==> src/rtl/led_strip_tx.sv <==
// led_strip_tx: WS2812-style single-wire LED strip transmitter.
// On start, fetches one RGB color per LED by index, reorders it to GRB and
// shifts it out MSB-first as pulse-width-coded bits. Each frame ends with a
// low latch period followed by a one-cycle done pulse.
// Optional build macro LED_STRIP_TX_BRIGHTNESS_EN adds a global brightness
// input brilho that scales every channel when the color is loaded.
module led_strip_tx #(
  parameter int NUM_LEDS     = 8,
  parameter int T_BIT        = 62,
  parameter int T0H          = 20,
  parameter int T1H          = 40,
  parameter int LATCH_CYCLES = 3000
) (
  input  logic        clock,
  input  logic        reset,
  input  logic        start,
  input  logic [23:0] cor_in,
`ifdef LED_STRIP_TX_BRIGHTNESS_EN
  input  logic [7:0]  brilho,
`endif
  output logic [7:0]  led_idx,
  output logic        busy,
  output logic        done,
  output logic        dout
);

  localparam int PH_W = $clog2(T_BIT);
  localparam int LT_W = (LATCH_CYCLES > 0) ? $clog2(LATCH_CYCLES + 1) : 1;

  localparam logic [PH_W-1:0] PH_LAST  = PH_W'(T_BIT - 1);
  localparam logic [PH_W-1:0] HI_ZERO  = PH_W'(T0H);
  localparam logic [PH_W-1:0] HI_ONE   = PH_W'(T1H);
  localparam logic [LT_W-1:0] LAT_LAST = LT_W'(LATCH_CYCLES);
  localparam logic [7:0]      IDX_LAST = 8'(NUM_LEDS - 1);

  typedef enum logic [1:0] {IDLE, LOAD, SEND, LATCH} state_t;

  state_t            state, next;
  logic [23:0]       shreg;
  logic [4:0]        bit_cnt;
  logic [PH_W-1:0]   phase;
  logic [LT_W-1:0]   lat_cnt;
  logic [23:0]       load_word;
  logic [PH_W-1:0]   hi_time;
  logic              dout_next;
  logic              bit_end;

  function automatic logic [23:0] to_grb(input logic [23:0] rgb);
    return {rgb[15:8], rgb[23:16], rgb[7:0]};
  endfunction

`ifdef LED_STRIP_TX_BRIGHTNESS_EN
  // c' = (c * (b + 1)) >> 8; b = 255 leaves c unchanged, b = 0 blanks it.
  function automatic logic [7:0] scale(input logic [7:0] c, input logic [7:0] b);
    logic [16:0] prod;
    prod = {9'd0, c} * ({8'd0, b} + 17'd1);
    return prod[15:8];
  endfunction

  assign load_word = to_grb({scale(cor_in[23:16], brilho),
                             scale(cor_in[15:8],  brilho),
                             scale(cor_in[7:0],   brilho)});
`else
  assign load_word = to_grb(cor_in);
`endif

  // State register.
  always_ff @(posedge clock) begin
    if (reset) state <= IDLE;
    else       state <= next;
  end

  // Next-state logic and the combinational value of the serial line.
  always_comb begin
    next      = state;
    bit_end   = (phase == PH_LAST);
    hi_time   = shreg[23] ? HI_ONE : HI_ZERO;
    dout_next = 1'b0;
    case (state)
      IDLE:  if (start && !done) next = LOAD;
      LOAD:  next = SEND;
      SEND: begin
        dout_next = (phase < hi_time);
        if (bit_end && bit_cnt == 5'd0)
          next = (led_idx == IDX_LAST) ? LATCH : LOAD;
      end
      LATCH: if (lat_cnt == LAT_LAST) next = IDLE;
      default: next = IDLE;
    endcase
  end

  // Registered control outputs; done blocks a start in its own cycle.
  always_ff @(posedge clock) begin
    if (reset) begin
      dout    <= 1'b0;
      busy    <= 1'b0;
      done    <= 1'b0;
      led_idx <= 8'd0;
    end else begin
      dout <= dout_next;
      busy <= (next != IDLE);
      done <= (state == LATCH) && (next == IDLE);
      if (next == IDLE)
        led_idx <= 8'd0;
      else if (state == SEND && next == LOAD)
        led_idx <= led_idx + 8'd1;
    end
  end

  // Shift register, bit/phase counters and latch counter.
  always_ff @(posedge clock) begin
    case (state)
      LOAD: begin
        shreg   <= load_word;
        bit_cnt <= 5'd23;
        phase   <= '0;
      end
      SEND: begin
        lat_cnt <= '0;
        if (bit_end) begin
          phase   <= '0;
          shreg   <= {shreg[22:0], 1'b0};
          bit_cnt <= bit_cnt - 5'd1;
        end else begin
          phase <= phase + 1'b1;
        end
      end
      LATCH: lat_cnt <= lat_cnt + 1'b1;
      default: ;
    endcase
  end

endmodule

==> config.mk <==
export PLATFORM = sky130hd
export DESIGN_NAME = led_strip_tx
export DESIGN_NICKNAME = d
export VERILOG_FILES = /design/src/rtl/led_strip_tx.sv
export SDC_FILE = /design/constraint.sdc
export NUM_CORES = 1
export LEC_CHECK = 0
export ABC_AREA = 1
export CELL_PAD_IN_SITES_DETAIL_PLACEMENT = 2
export CELL_PAD_IN_SITES_GLOBAL_PLACEMENT = 2
export CORE_MARGIN = 2
export CORE_UTILIZATION = 38
export DETAILED_ROUTE_END_ITERATION = 6
export DONT_BUFFER_PORTS = 1
export MAX_ROUTING_LAYER = met4
export PLACE_DENSITY_LB_ADDON = 0.1
export SLEW_MARGIN = 20
export SYNTH_ARGS = -nofsm -noshare
export SYNTH_HDL_FRONTEND = slang
export SYNTH_SLANG_ARGS = --single-unit
==> constraint.sdc <==
create_clock -name clock -period 4.05 [get_ports clock]
set_input_delay 0.405 -clock clock [delete_from_list [all_inputs] [get_ports clock]]
set_output_delay 0.405 -clock clock [all_outputs]
set_load 0.05 [all_outputs]
==> results of run 1 <==
-- metrics by stage --
stage | instance area [sq um] | total power [mW] | utilization, % | setup slack (ps) | hold slack [ps]
6_report | 3400 | 1.84 | 42.0 | 1640 | 144
2_1_floorplan | 3130 | 1.25 | - | 1080 | 477
3_5_place_dp | 3230 | 1.37 | 39.9 | 1610 | 487
4_1_cts | 3400 | 1.87 | 42.0 | 1600 | 130
5_1_grt | 3400 | 1.98 | 42.0 | 1340 | 126
3_3_place_gp | 3230 | 1.35 | 39.9 | 1700 | 490
-- cell type report --
| type | count | area [sq um] | area share, % |
|---|---|---|---|
| multi-input combinational | 250 | 1250 | 36.8 |
| clock inverter | 2 | 10.0 | 0.294 |
| inverter | 42 | 158 | 4.64 |
| clock buffer | 14 | 163 | 4.78 |
| sequential | 60 | 1670 | 49.2 |
| tap | 105 | 131 | 3.86 |
| timing repair buffer | 2 | 15.0 | 0.442 |
-- per-layer routing --
metal	vias up	track usage, %	wire [microns]	part of all wire [%]
met1	1167	23.4	3330	46
met4	0	5.07	70	0.96
li1	1183	-	-	-
met3	6	4.39	226	3.1
met2	30	31.3	3690	50
met5	-	-	0	0
-- worst max-delay path by stage --
| stage | start | to | slack (ps) |
|---|---|---|---|
| final | state[0]$_SDFF_PP0_ | shreg[5]$_DFFE_PP_ | 1640 |
| after global routing | state[0]$_SDFF_PP0_ | bit_cnt[1]$_SDFFCE_PN1P_ | 1340 |
| after CTS | state[0]$_SDFF_PP0_ | shreg[2]$_DFFE_PP_ | 1600 |
| after detailed placement | state[0]$_SDFF_PP0_ | shreg[10]$_DFFE_PP_ | 1610 |
| after global placement | state[0]$_SDFF_PP0_ | shreg[11]$_DFFE_PP_ | 1700 |
| after floorplan | state[0]$_SDFF_PP0_ | bit_cnt[0]$_SDFFCE_PN1P_ | 1080 |
-- power groups by stage --
stage / Combinational, mW / Sequential (mW) / Clock [mW]
floorplan: 0.329 / 0.923 / 0
global placement: 0.411 / 0.936 / 0
detailed placement: 0.430 / 0.943 / 0
CTS: 0.435 / 0.931 / 0.508
global route: 0.496 / 0.948 / 0.536
finish: 0.420 / 0.929 / 0.487
-- sequential cells by signal (all words and copies together), names as in the netlist --
register,count
done,1
dout,1
busy,1
shreg,24
bit_cnt,5
led_idx,8
phase,6
state,2
lat_cnt,12
-- synthesized netlist by cell type, types with 2 or more instances --
cell      count
inv_1        41
nand4_1      10
nor3_1        7
nor2_2        2
nand2_1     125
nor2_1       33
edfxtp_1     47
clkbuf_1      8
ha_1         14
o21ai_1       2
nand2_4       3
dfxtp_1      13
o21ai_0       9
o21a_1        2
xnor2_1       2
a21oi_1      16
nand3_1      13
xor2_1        5
-- cells in the final DEF, fill, tap and decap left out, drive strengths merged, types with 2 or more instances in the layout --
cell / n
a21oi: 16
buf: 2
clkbuf: 14
clkinv: 2
dfxtp: 13
edfxtp: 47
ha: 14
inv: 42
nand2: 129
nand3: 14
nand4: 10
nor2: 35
nor3: 7
o21a: 2
o21ai: 12
xnor2: 2
xor2: 5
-- kinds of logic after synthesis --
logic type | after synthesis
AND/OR/NAND/NOR | 197
flip-flops | 60
buffers and inverters | 52
AO/OA/AOI/OAI | 32
adder cells (fa/ha/maj) | 14
XOR/XNOR | 7
==> summary.md, run 1 <==
| Metric | Value |
|---|---|
| Min-Delay Endpoint | `done$_SDFF_PP0_` |
| Area fraction in compound gates after synthesis | `5.76%` |
| Number of flip-flops and latches in the synthesized netlist | `60` |
| Worst-case vdd ir drop | `0.000255 V` |
| Cells along the critical path | `inv_1 > ha_1 > inv_1 > nor2_1 > a21oi_2 > buf_4` |
| Detailed placement HPWL | `5210 microns` |
| Global placer's final weighted congestion | `0.732` |
| Fraction of synthesized cell area in xor and xnor cells | `1.96%` |
| Resized cells post-CTS | `0` |
| Vias per Instance | `5.02` |
| CTS Buf Count | `9` |
| Worst-margin pin slew | `910 ps` |
| Routed WL per cell | `15.4 microns` |
| Die footprint | `8970 sq um` |
| Final hold violation count | `0` |
| Kind of capture point of the worst setup path | `flop` |
| Max Fanout on Critical Path | `29` |
| Total inserted antenna cells | `0` |
| Slowest CP cell | `inv_1` |
| Share of power burned in combinational logic | `22.9%` |
| Reg2reg end | `shreg[5]$_DFFE_PP_` |
| Placeable core area | `8090 sq um` |
| Switching pwr | `0.625 mW` |
| I/O Pins | `38` |
| Final setup skew | `8.59 ps` |
| Number of non-filler instances in the completed layout | `475` |
| Reg power frac | `50.6%` |
| H-tree lvl count | `3` |
| Area of the mapped netlist | `3130 sq um` |
| GR Util All Layers | `18.9%` |
| Number of cells in the design after placement | `459` |
| Largest cells by area after synthesis | `edfxtp_1 (45%), nand2_1 (15%), dfxtp_1 (8.3%)` |
| Data arrival time of the critical path | `2400 ps` |
| Die width | `94.7 microns` |
| Clock tree from TritonCTS | `done` |
| Fraction of synthesized area in multiplexers | `0%` |
| Power per cell area | `540 nW/um^2` |
| Clock network fraction of total power | `26.5%` |
| Area Growth Syn to Fin | `8.72%` |
| Post-synthesis cell type count | `28` |
| Register-to-register path setup slack | `1640 ps` |
| Endpoints failing setup | `0` |
| Total negative setup slack | `0 ps` |
| Number of max-cap violations | `0` |
| Dominant register cell in the synthesized netlist | `edfxtp_1` |
| Layout fillers | `926` |
| Yosys warnings | `0` |
| Hold WC Path Type | `input port to flop` |
| Via count of the first global-routing pass | `2,639` |
| Worst rel slew slack | `39.3%` |
| Number of buffer and inverter instances along the worst setup path | `3` |
| Number of hold buffers added after cts | `0` |
| Global-route wire length before repair | `12,600 microns` |
| Proportion of layout cells with a drive suffix above 1 | `7.03%` |
| Clk slew on worst S/H paths | `70 ps` |
| Final-report max-slew violation count | `0` |
| Largest stage delay, worst path | `660 ps` |
| Unrepaired setup endpoints after global routing | `false` |
| Data required time of the worst path | `4040 ps` |
| Effective utilization at floorplan | `38.7%` |
| Count of input and output buffers | `0` |
| Avg Synthesized Cell Area | `8.64 sq um` |
| Number of cells traversed by the worst register-to-register path | `6` |
| Largest area contributor in the synthesized netlist | `edfxtp_1` |
| Setup Fix Bufs, Post-CTS | `0` |
| Number of detailed-routing iterations run before antenna repair | `4` |
| Overall routed net length | `7320 microns` |
| Beginning of the worst hold path | `reset` |
| Post-route DRC | `0` |
| Maximum number of pins on one net before global-route repair | `41` |
| Result of the run | `complete, no violations` |
| DR iter-0 viols | `88` |
| Clk sinks | `60` |
| Startpoint type of the worst setup path | `flop` |
| EDFF count, synth | `47` |
| Sequential element share of the synthesized area | `53.4%` |
| Number of nets in the layout | `406` |
| Simple-Gate Fraction of Synth Area | `26.6%` |
| Clk_lat worst skew | `330 ps` |
| Asr flop ratio synth | `0%` |
| Synth Instances | `362` |
| Final Critical Period | `2410 ps` |
| Final critical-path share of the clock period | `59.4%` |
| Internal power consumption | `1.21 mW` |
| Clock tree root driver cell | `clkbuf_8` |
| Antenna violations before repair | `0` |
| Max frequency | `416 MHz` |
| Residual overflow from global routing | `0` |
| Family of cells with the greatest summed delay on the critical path | `buffers and inverters` |
| Cell repeated most along the worst path | `inv_1` |
| Top-area cell type share of the netlist area | `45.1%` |
| Start-to-end type of the worst setup path | `flop to flop` |
| Standard-cell row count | `33` |
| Die Height | `94.7 microns` |
| Vias after detailed routing | `2,386` |
| ANT nets after route | `0` |
| Worst hold path stage count | `1` |
| Crit. path cell count | `6` |
| Maximum root-to-sink buffer count | `2` |
| Switching fraction of total power | `34.0%` |
| Combinational family with the most area after synthesis | `simple AND/OR/NAND/NOR gates` |
| Adder-cell area share of the yosys netlist | `5.60%` |
| Post-Synthesis Net Count | `403` |
| Source of the worst register-to-register timing path | `state[0]$_SDFF_PP0_` |
| Total leakage power | `1.41 nW` |
(Power assumes the default switching activity.)
==> run 2: changes to the inputs <==
--- a/config.mk
+++ b/config.mk
@@ -9,7 +9,7 @@
 export CELL_PAD_IN_SITES_DETAIL_PLACEMENT = 2
 export CELL_PAD_IN_SITES_GLOBAL_PLACEMENT = 2
 export CORE_MARGIN = 2
-export CORE_UTILIZATION = 38
+export CORE_UTILIZATION = 35
 export DETAILED_ROUTE_END_ITERATION = 6
 export DONT_BUFFER_PORTS = 1
 export MAX_ROUTING_LAYER = met4
==> constraint.sdc (replaced) <==
create_clock -name clock -period 2.1 [get_ports clock]
set_input_delay 0.21 -clock clock [delete_from_list [all_inputs] [get_ports clock]]
set_output_delay 0.21 -clock clock [all_outputs]
set_load 0.05 [all_outputs]
==> run 2 against run 1 <==
Wire length is 6.2% higher. Maximum frequency is 30% higher. Non-clock buffer count is 13 higher. Sequential share of layout area is 1.7 points lower. Global-route usage is 1.1 points lower. Sequential power is 92% higher. Register-to-register slack worse by 1400 ps. Sequential cell count stayed put.
==> summary.md, run 2 (synthesized netlist as in run 1, its figures left out) <==
| Metric | Value |
|---|---|
| Result of the run | `complete, no violations` |
| Endpoints failing setup | `0 (unchanged)` |
| Placeable core area | `8680 sq um (+7.2%)` |
| Clock tree from TritonCTS | `done` |
| Clk sinks | `60 (unchanged)` |
| Total inserted antenna cells | `0 (unchanged)` |
| Power Total | `3.56 mW (+94%)` |
| Internal power consumption | `2.31 mW (+91%)` |
| Unrepaired setup endpoints after global routing | `false` |
| Clock network fraction of total power | `24.6% (-1.9 points)` |
| Layout fillers | `1,002 (+8.2%)` |
| GR Util All Layers | `17.8% (-1.1 points)` |
| Overall routed net length | `7770 microns (+6.2%)` |
| Worst-case vdd ir drop | `0.000452 V (+77%)` |
| Total leakage power | `1.48 nW (+4.6%)` |
| Max frequency | `542 MHz (+30%)` |
| Clock tree root driver cell | `clkbuf_8` |
| Die Height | `98.5 microns (+4.0%)` |
| Final-report max-slew violation count | `0 (unchanged)` |
| Standard-cell row count | `34 (+3.0%)` |
| Data required time of the worst path | `2180 ps (-1860 ps)` |
| Register-to-register path setup slack | `250 ps (-1390 ps)` |
| Detailed placement HPWL | `5740 microns (+10%)` |
| Number of max-cap violations | `0 (unchanged)` |
| Final hold violation count | `0 (unchanged)` |
| Share of power burned in combinational logic | `25.3% (+2.4 points)` |
| Register name with the most flops | `shreg` |
| Largest stage delay, worst path | `380 ps (-280 ps)` |
| Vias per Instance | `4.97 (-1.1%)` |
| Switching pwr | `1.24 mW (+99%)` |
| Combined area of the multi-input logic cells | `1270 sq um (+1.2%)` |
| Cells along the critical path | `ha_1 > nand2_1 > nor2_1 > inv_1 > nor2_2 > nand2_1 > nor2_1 > nand3_1 > o21ai_0 > a21oi_1` |
| Reg power frac | `50.1% (-0.5 points)` |
| Total negative setup slack | `0 ps (unchanged)` |
| Clk_lat worst skew | `330 ps (about the same)` |
| Final critical-path share of the clock period | `87.9% (+28 points)` |
| Die footprint | `9710 sq um (+8.2%)` |
| Flip-flop count of the largest register after layout | `24 (unchanged)` |
| Slowest CP cell | `edfxtp_1` |
| Worst-margin pin slew | `482 ps (-427 ps)` |
| CTS Buf Count | `9 (unchanged)` |
| Hold WC Path Type | `input port to flop` |
| Number of nets in the layout | `419 (+3.2%)` |
| Area Growth Syn to Fin | `12.6%` |
| CP startpoint | `lat_cnt[0]$_SDFFCE_PN0P_` |
| Setup Fix Bufs, Post-CTS | `0 (unchanged)` |
| Beginning of the worst hold path | `cor_in[12]` |
| Number of buffer and inverter instances along the worst setup path | `1 (-2)` |
| Maximum root-to-sink buffer count | `2 (unchanged)` |
| Met1 wire length | `3390 microns (+1.9%)` |
| Routed WL per cell | `15.8 microns (+2.8%)` |
| Most common library cell in the layout ignoring fill and taps | `nand2_1` |
| Global placer's final weighted congestion | `0.749 (+2.3%)` |
| Die width | `98.5 microns (+4.0%)` |
| Family of cells with the greatest summed delay on the critical path | `simple AND/OR/NAND/NOR gates` |
| Startpoint type of the worst setup path | `flop` |
| Worst rel slew slack | `67.8% (+29 points)` |
| Switching fraction of total power | `35.0% (+0.97 points)` |
| Vias after detailed routing | `2,440 (+2.3%)` |
| Global-route wire length before repair | `13,400 microns (+5.9%)` |
| Power per cell area | `1010 nW/um^2 (+87%)` |
| Clk slew on worst S/H paths | `70 ps (about the same)` |
| DR iter-0 viols | `49 (-44%)` |
| Register area | `1670 sq um (unchanged)` |
| Uppermost layer routed | `met4` |
| I/O Pins | `38 (unchanged)` |
| H-tree lvl count | `3 (unchanged)` |
| Effective utilization at floorplan | `36.0% (-2.6 points)` |
| Antenna violations before repair | `0 (unchanged)` |
| Final setup skew | `7.34 ps (-1.25 ps)` |
| Data arrival time of the critical path | `1920 ps (-480 ps)` |
| Residual overflow from global routing | `0 (unchanged)` |
| Count of input and output buffers | `0 (unchanged)` |
| Kind of capture point of the worst setup path | `flop` |
| Proportion of layout cells with a drive suffix above 1 | `11.2% (+4.2 points)` |
| Post-route DRC | `0 (unchanged)` |
| Maximum number of pins on one net before global-route repair | `38 (-7.3%)` |
| Met3 WL | `217 microns (-4.0%)` |
| Routed length on met2 | `4060 microns (+10%)` |
| Top library cells by usage in the layout, fill and taps aside | `nand2_1 (125), edfxtp_1 (47), inv_1 (39), nor2_1 (32), a21oi_1 (15)` |
| Via count of the first global-routing pass | `2,751 (+4.2%)` |
| Start-to-end type of the worst setup path | `flop to flop` |
| Source of the worst register-to-register timing path | `lat_cnt[0]$_SDFFCE_PN0P_` |
| Final Critical Period | `1850 ps (-561 ps)` |
| Number of detailed-routing iterations run before antenna repair | `4 (unchanged)` |
| ANT nets after route | `0 (unchanged)` |
| Max Fanout on Critical Path | `3 (-90%)` |
| Largest registers in the final layout | `shreg: 24 flops, lat_cnt: 12 flops, led_idx: 8 flops` |
[run 2: area by class of cell]
type	count	share of cell area, %
Clock buffer	10	3.62
Timing Repair Buffer	15	3.73
Inverter	42	4.48
Multi-Input combinational cell	250	36.0
Clock inverter	6	0.888
Sequential cell	60	47.5
Tap cell	108	3.84
[run 2: power groups by stage]
stage               Combinational, mW  Sequential (mW)  Clock, mW
detailed placement              0.908             1.81          0
global route                     1.04             1.82      0.967
global placement                0.857             1.80          0
finish                          0.899             1.78      0.874
floorplan                       0.649             1.77          0
CTS                             0.919             1.79      0.925
[run 2: worst paths after layout]
check                                   end  cells past startpoint
hold reg to reg          shreg[1]$_DFFE_PP_                      2
setup reg to reg  lat_cnt[10]$_SDFFCE_PN0P_                     10
setup / recovery  lat_cnt[10]$_SDFFCE_PN0P_                     10
hold / removal          shreg[20]$_DFFE_PP_                      2
[run 2: timing repair]
| action | 4_1_cts | 5_1_grt |
|---|---|---|
| hold endpoints to repair | 4 | 0 |
| setup endpoints to repair | 0 | 8 |
| resized for setup | 0 | 5 |
| hold buffers | 1 | 0 |
[run 2: through the flow]
step,utilization [%],area (sq um),setup WS (ps),hold WS (ps),cells
after floorplan,-,3140,46.6,282,362
after global placement,38.5,3340,275,286,474
after detailed placement,38.5,3340,159,288,474
after CTS,40.5,3510,126,42.9,491
after global routing,40.6,3520,1.23,38.2,491
final,40.6,3520,254,58.7,491
[run 2: routing by layer]
layer | GRT usage (%) | vias up
li1 | - | 1204
met1 | 21.7 | 1198
met2 | 30.2 | 29
met3 | 4.26 | 9
met4 | 4.21 | 0
met5 | - | -
==> run 3: changes to the inputs <==
--- a/config.mk
+++ b/config.mk
@@ -13,7 +13,8 @@
 export DETAILED_ROUTE_END_ITERATION = 6
 export DONT_BUFFER_PORTS = 1
 export MAX_ROUTING_LAYER = met4
-export PLACE_DENSITY_LB_ADDON = 0.1
+export PLACE_DENSITY_LB_ADDON = 0.08
+export SKIP_CTS_REPAIR_TIMING = 1
 export SLEW_MARGIN = 20
 export SYNTH_ARGS = -nofsm -noshare
 export SYNTH_HDL_FRONTEND = slang
==> run 3 against run 2 <==
Sequential share of layout area decreased by 0.96 points. Maximum frequency is 0.75% higher. Clock skew increased by 7.6 ps. Clock power rose by 38%. Critical path type unchanged. First-iteration DRC count decreased by 14%. Die area is the same. Power is 8.6% higher. Non-clock buffer count increased by 1. Highest routed layer unchanged. Register-to-register slack about the same.
==> summary.md, run 3 (synthesized netlist as in run 1, its figures left out) <==
| Metric | Value |
|---|---|
| Register-to-register path setup slack | `270 ps (about the same)` |
| Register name with the most flops | `shreg` |
| Vias after detailed routing | `2,426 (-0.57%)` |
| Unrepaired setup endpoints after global routing | `false` |
| Number of cells traversed by the worst register-to-register path | `13 (+3)` |
| Result of the run | `complete, no violations` |
| Vias per Instance | `4.93 (-0.78%)` |
| Count of input and output buffers | `0 (unchanged)` |
| Number of detailed-routing iterations run before antenna repair | `4 (unchanged)` |
| Hold WC Path Type | `input port to flop` |
| Flip-flop count of the largest register after layout | `24 (unchanged)` |
| Layout fillers | `1,008 (+0.60%)` |
| Clk slew on worst S/H paths | `70 ps (about the same)` |
| Worst-case vdd ir drop | `0.000362 V (-20%)` |
| Total leakage power | `1.51 nW (+2.3%)` |
| ANT nets after route | `0 (unchanged)` |
| Final Critical Period | `1830 ps (-13.8 ps)` |
| Number of nets in the layout | `420 (+0.24%)` |
| Clock tree root driver cell | `clkbuf_8` |
| Startpoint type of the worst setup path | `flop` |
| Via count of the first global-routing pass | `2,561 (-6.9%)` |
| Worst rel slew slack | `67.7% (-0.11 points)` |
| Effective utilization at floorplan | `36.0% (unchanged)` |
| Post-route DRC | `0 (unchanged)` |
| Final core utilization | `41.4% (+0.84 points)` |
| Most common library cell in the layout ignoring fill and taps | `nand2_1` |
| Met3 Resource Use GR | `3.19% (-1.1 points)` |
| Final critical-path share of the clock period | `87.2% (-0.66 points)` |
| I/O Pins | `38 (unchanged)` |
| Power Total | `3.86 mW (+8.6%)` |
| Standard-cell row count | `34 (unchanged)` |
| Die footprint | `9710 sq um (unchanged)` |
| Max Fanout on Critical Path | `13 (+10)` |
| Met2 Usage GRT | `26.7% (-3.5 points)` |
| Die Height | `98.5 microns (unchanged)` |
| Start-to-end type of the worst setup path | `flop to flop` |
| Placed instance area | `3350 sq um (+0.22%)` |
| Register area | `1670 sq um (unchanged)` |
| Most utilized layer in the global route result | `met2` |
| CTS Buf Count | `9 (unchanged)` |
| Data required time of the worst path | `2330 ps (+150 ps)` |
| Total negative setup slack | `0 ps (unchanged)` |
| Global placer's final weighted congestion | `0.774 (+3.4%)` |
| Global-route wire length before repair | `12,600 microns (-6.0%)` |
| Reg2reg end | `led_idx[1]$_SDFFE_PP0P_` |
| Beginning of the worst hold path | `cor_in[20]` |
| Min-Delay Endpoint | `shreg[12]$_DFFE_PP_` |
| GR Util All Layers | `17.0% (-0.89 points)` |
| Residual overflow from global routing | `0 (unchanged)` |
| Placeable core area | `8680 sq um (unchanged)` |
| Max frequency | `546 MHz (+0.75%)` |
| Worst-margin pin slew | `484 ps (+1.59 ps)` |
| Die width | `98.5 microns (unchanged)` |
| Kind of capture point of the worst setup path | `flop` |
| Overall routed net length | `7340 microns (-5.6%)` |
| Detailed placement HPWL | `5210 microns (-9.1%)` |
| Source of the worst register-to-register timing path | `phase[1]$_SDFFCE_PP0P_` |
| Data arrival time of the critical path | `2070 ps (+150 ps)` |
| Clk_lat worst skew | `340 ps (about the same)` |
| Power per cell area | `1070 nW/um^2 (+6.5%)` |
| Antenna violations before repair | `0 (unchanged)` |
| Number of max-cap violations | `0 (unchanged)` |
| Proportion of layout cells with a drive suffix above 1 | `11.5% (+0.23 points)` |
| Top library cells by usage in the layout, fill and taps aside | `nand2_1 (125), edfxtp_1 (47), inv_1 (41), nor2_1 (30), a21oi_1 (15)` |
| Maximum root-to-sink buffer count | `2 (unchanged)` |
| Area Growth Syn to Fin | `14.9%` |
| Cell area after layout | `3590 sq um (+2.1%)` |
| Combined area of the multi-input logic cells | `1270 sq um (unchanged)` |
| Clock tree from TritonCTS | `done` |
| Total inserted antenna cells | `0 (unchanged)` |
| Maximum number of pins on one net before global-route repair | `30 (-21%)` |
| Endpoints failing setup | `0 (unchanged)` |
| Final-report max-slew violation count | `0 (unchanged)` |
| DR iter-0 viols | `42 (-14%)` |
| H-tree lvl count | `3 (unchanged)` |
| Largest registers in the final layout | `shreg: 24 flops, lat_cnt: 12 flops, led_idx: 8 flops` |
| Clk sinks | `60 (unchanged)` |
| Global-route met1 utilization | `21.2% (-0.44 points)` |
| Final setup skew | `14.9 ps (+7.56 ps)` |
| Final hold violation count | `0 (unchanged)` |
| Routed WL per cell | `14.9 microns (-5.8%)` |
| Worst hold path stage count | `2 (unchanged)` |
[run 3: critical path, stage by stage (launching register included)]
cell	delay (ps)
edfxtp_1	420
inv_1	80
ha_1	140
nand3_1	100
nor2_2	130
nand2_1	100
nand2_1	60
nand2_1	50
nand2_1	70
nand2_2	60
nand2_4	150
nand3_1	190
nand2_1	120
a21oi_1	60
[run 3: metrics by stage]
step / worst slack [ps] / hold WS [ps] / instances
4_1_cts: 196 / -81.1 / 491
5_1_grt: 9.80 / 31.4 / 492
6_report: 268 / 47.6 / 492
2_1_floorplan: 46.6 / 282 / 362
3_3_place_gp: 285 / 286 / 475
3_5_place_dp: 221 / 289 / 475
[run 3: power breakdown]
part	switching [mW]	internal, mW
Combinational	0.601	0.273
Clock	0.478	0.732
Sequential	0.163	1.62
Total	1.24	2.62
[run 3: cell type report]
type | count | share of cell area (%)
Clock inverter | 4 | 2.02
Timing Repair Buffer | 16 | 3.76
Multi-Input combinational cell | 250 | 35.3
Inverter | 42 | 4.39
Sequential cell | 60 | 46.5
Clock buffer | 12 | 4.32
Tap cell | 108 | 3.76
[run 3: worst max path at each step]
stage / start / slack (ps) / end / depth (start not counted)
global placement: phase[0]$_SDFFCE_PP0P_ / 280 / led_idx[7]$_SDFFE_PP0P_ / 11
finish: phase[1]$_SDFFCE_PP0P_ / 270 / led_idx[1]$_SDFFE_PP0P_ / 13
global route: phase[0]$_SDFFCE_PP0P_ / 10 / led_idx[1]$_SDFFE_PP0P_ / 11
detailed placement: lat_cnt[0]$_SDFFCE_PN0P_ / 220 / lat_cnt[10]$_SDFFCE_PN0P_ / 10
floorplan: state[0]$_SDFF_PP0_ / 50 / bit_cnt[0]$_SDFFCE_PN1P_ / 6
CTS: lat_cnt[0]$_SDFFCE_PN0P_ / 200 / lat_cnt[10]$_SDFFCE_PN0P_ / 10
[run 3: metal layers]
metal / wire length (microns) / up-vias
met1: 3400 / 1174
met4: 128 / 0
met2: 3600 / 34
met5: 0 / -
li1: - / 1208
met3: 203 / 10
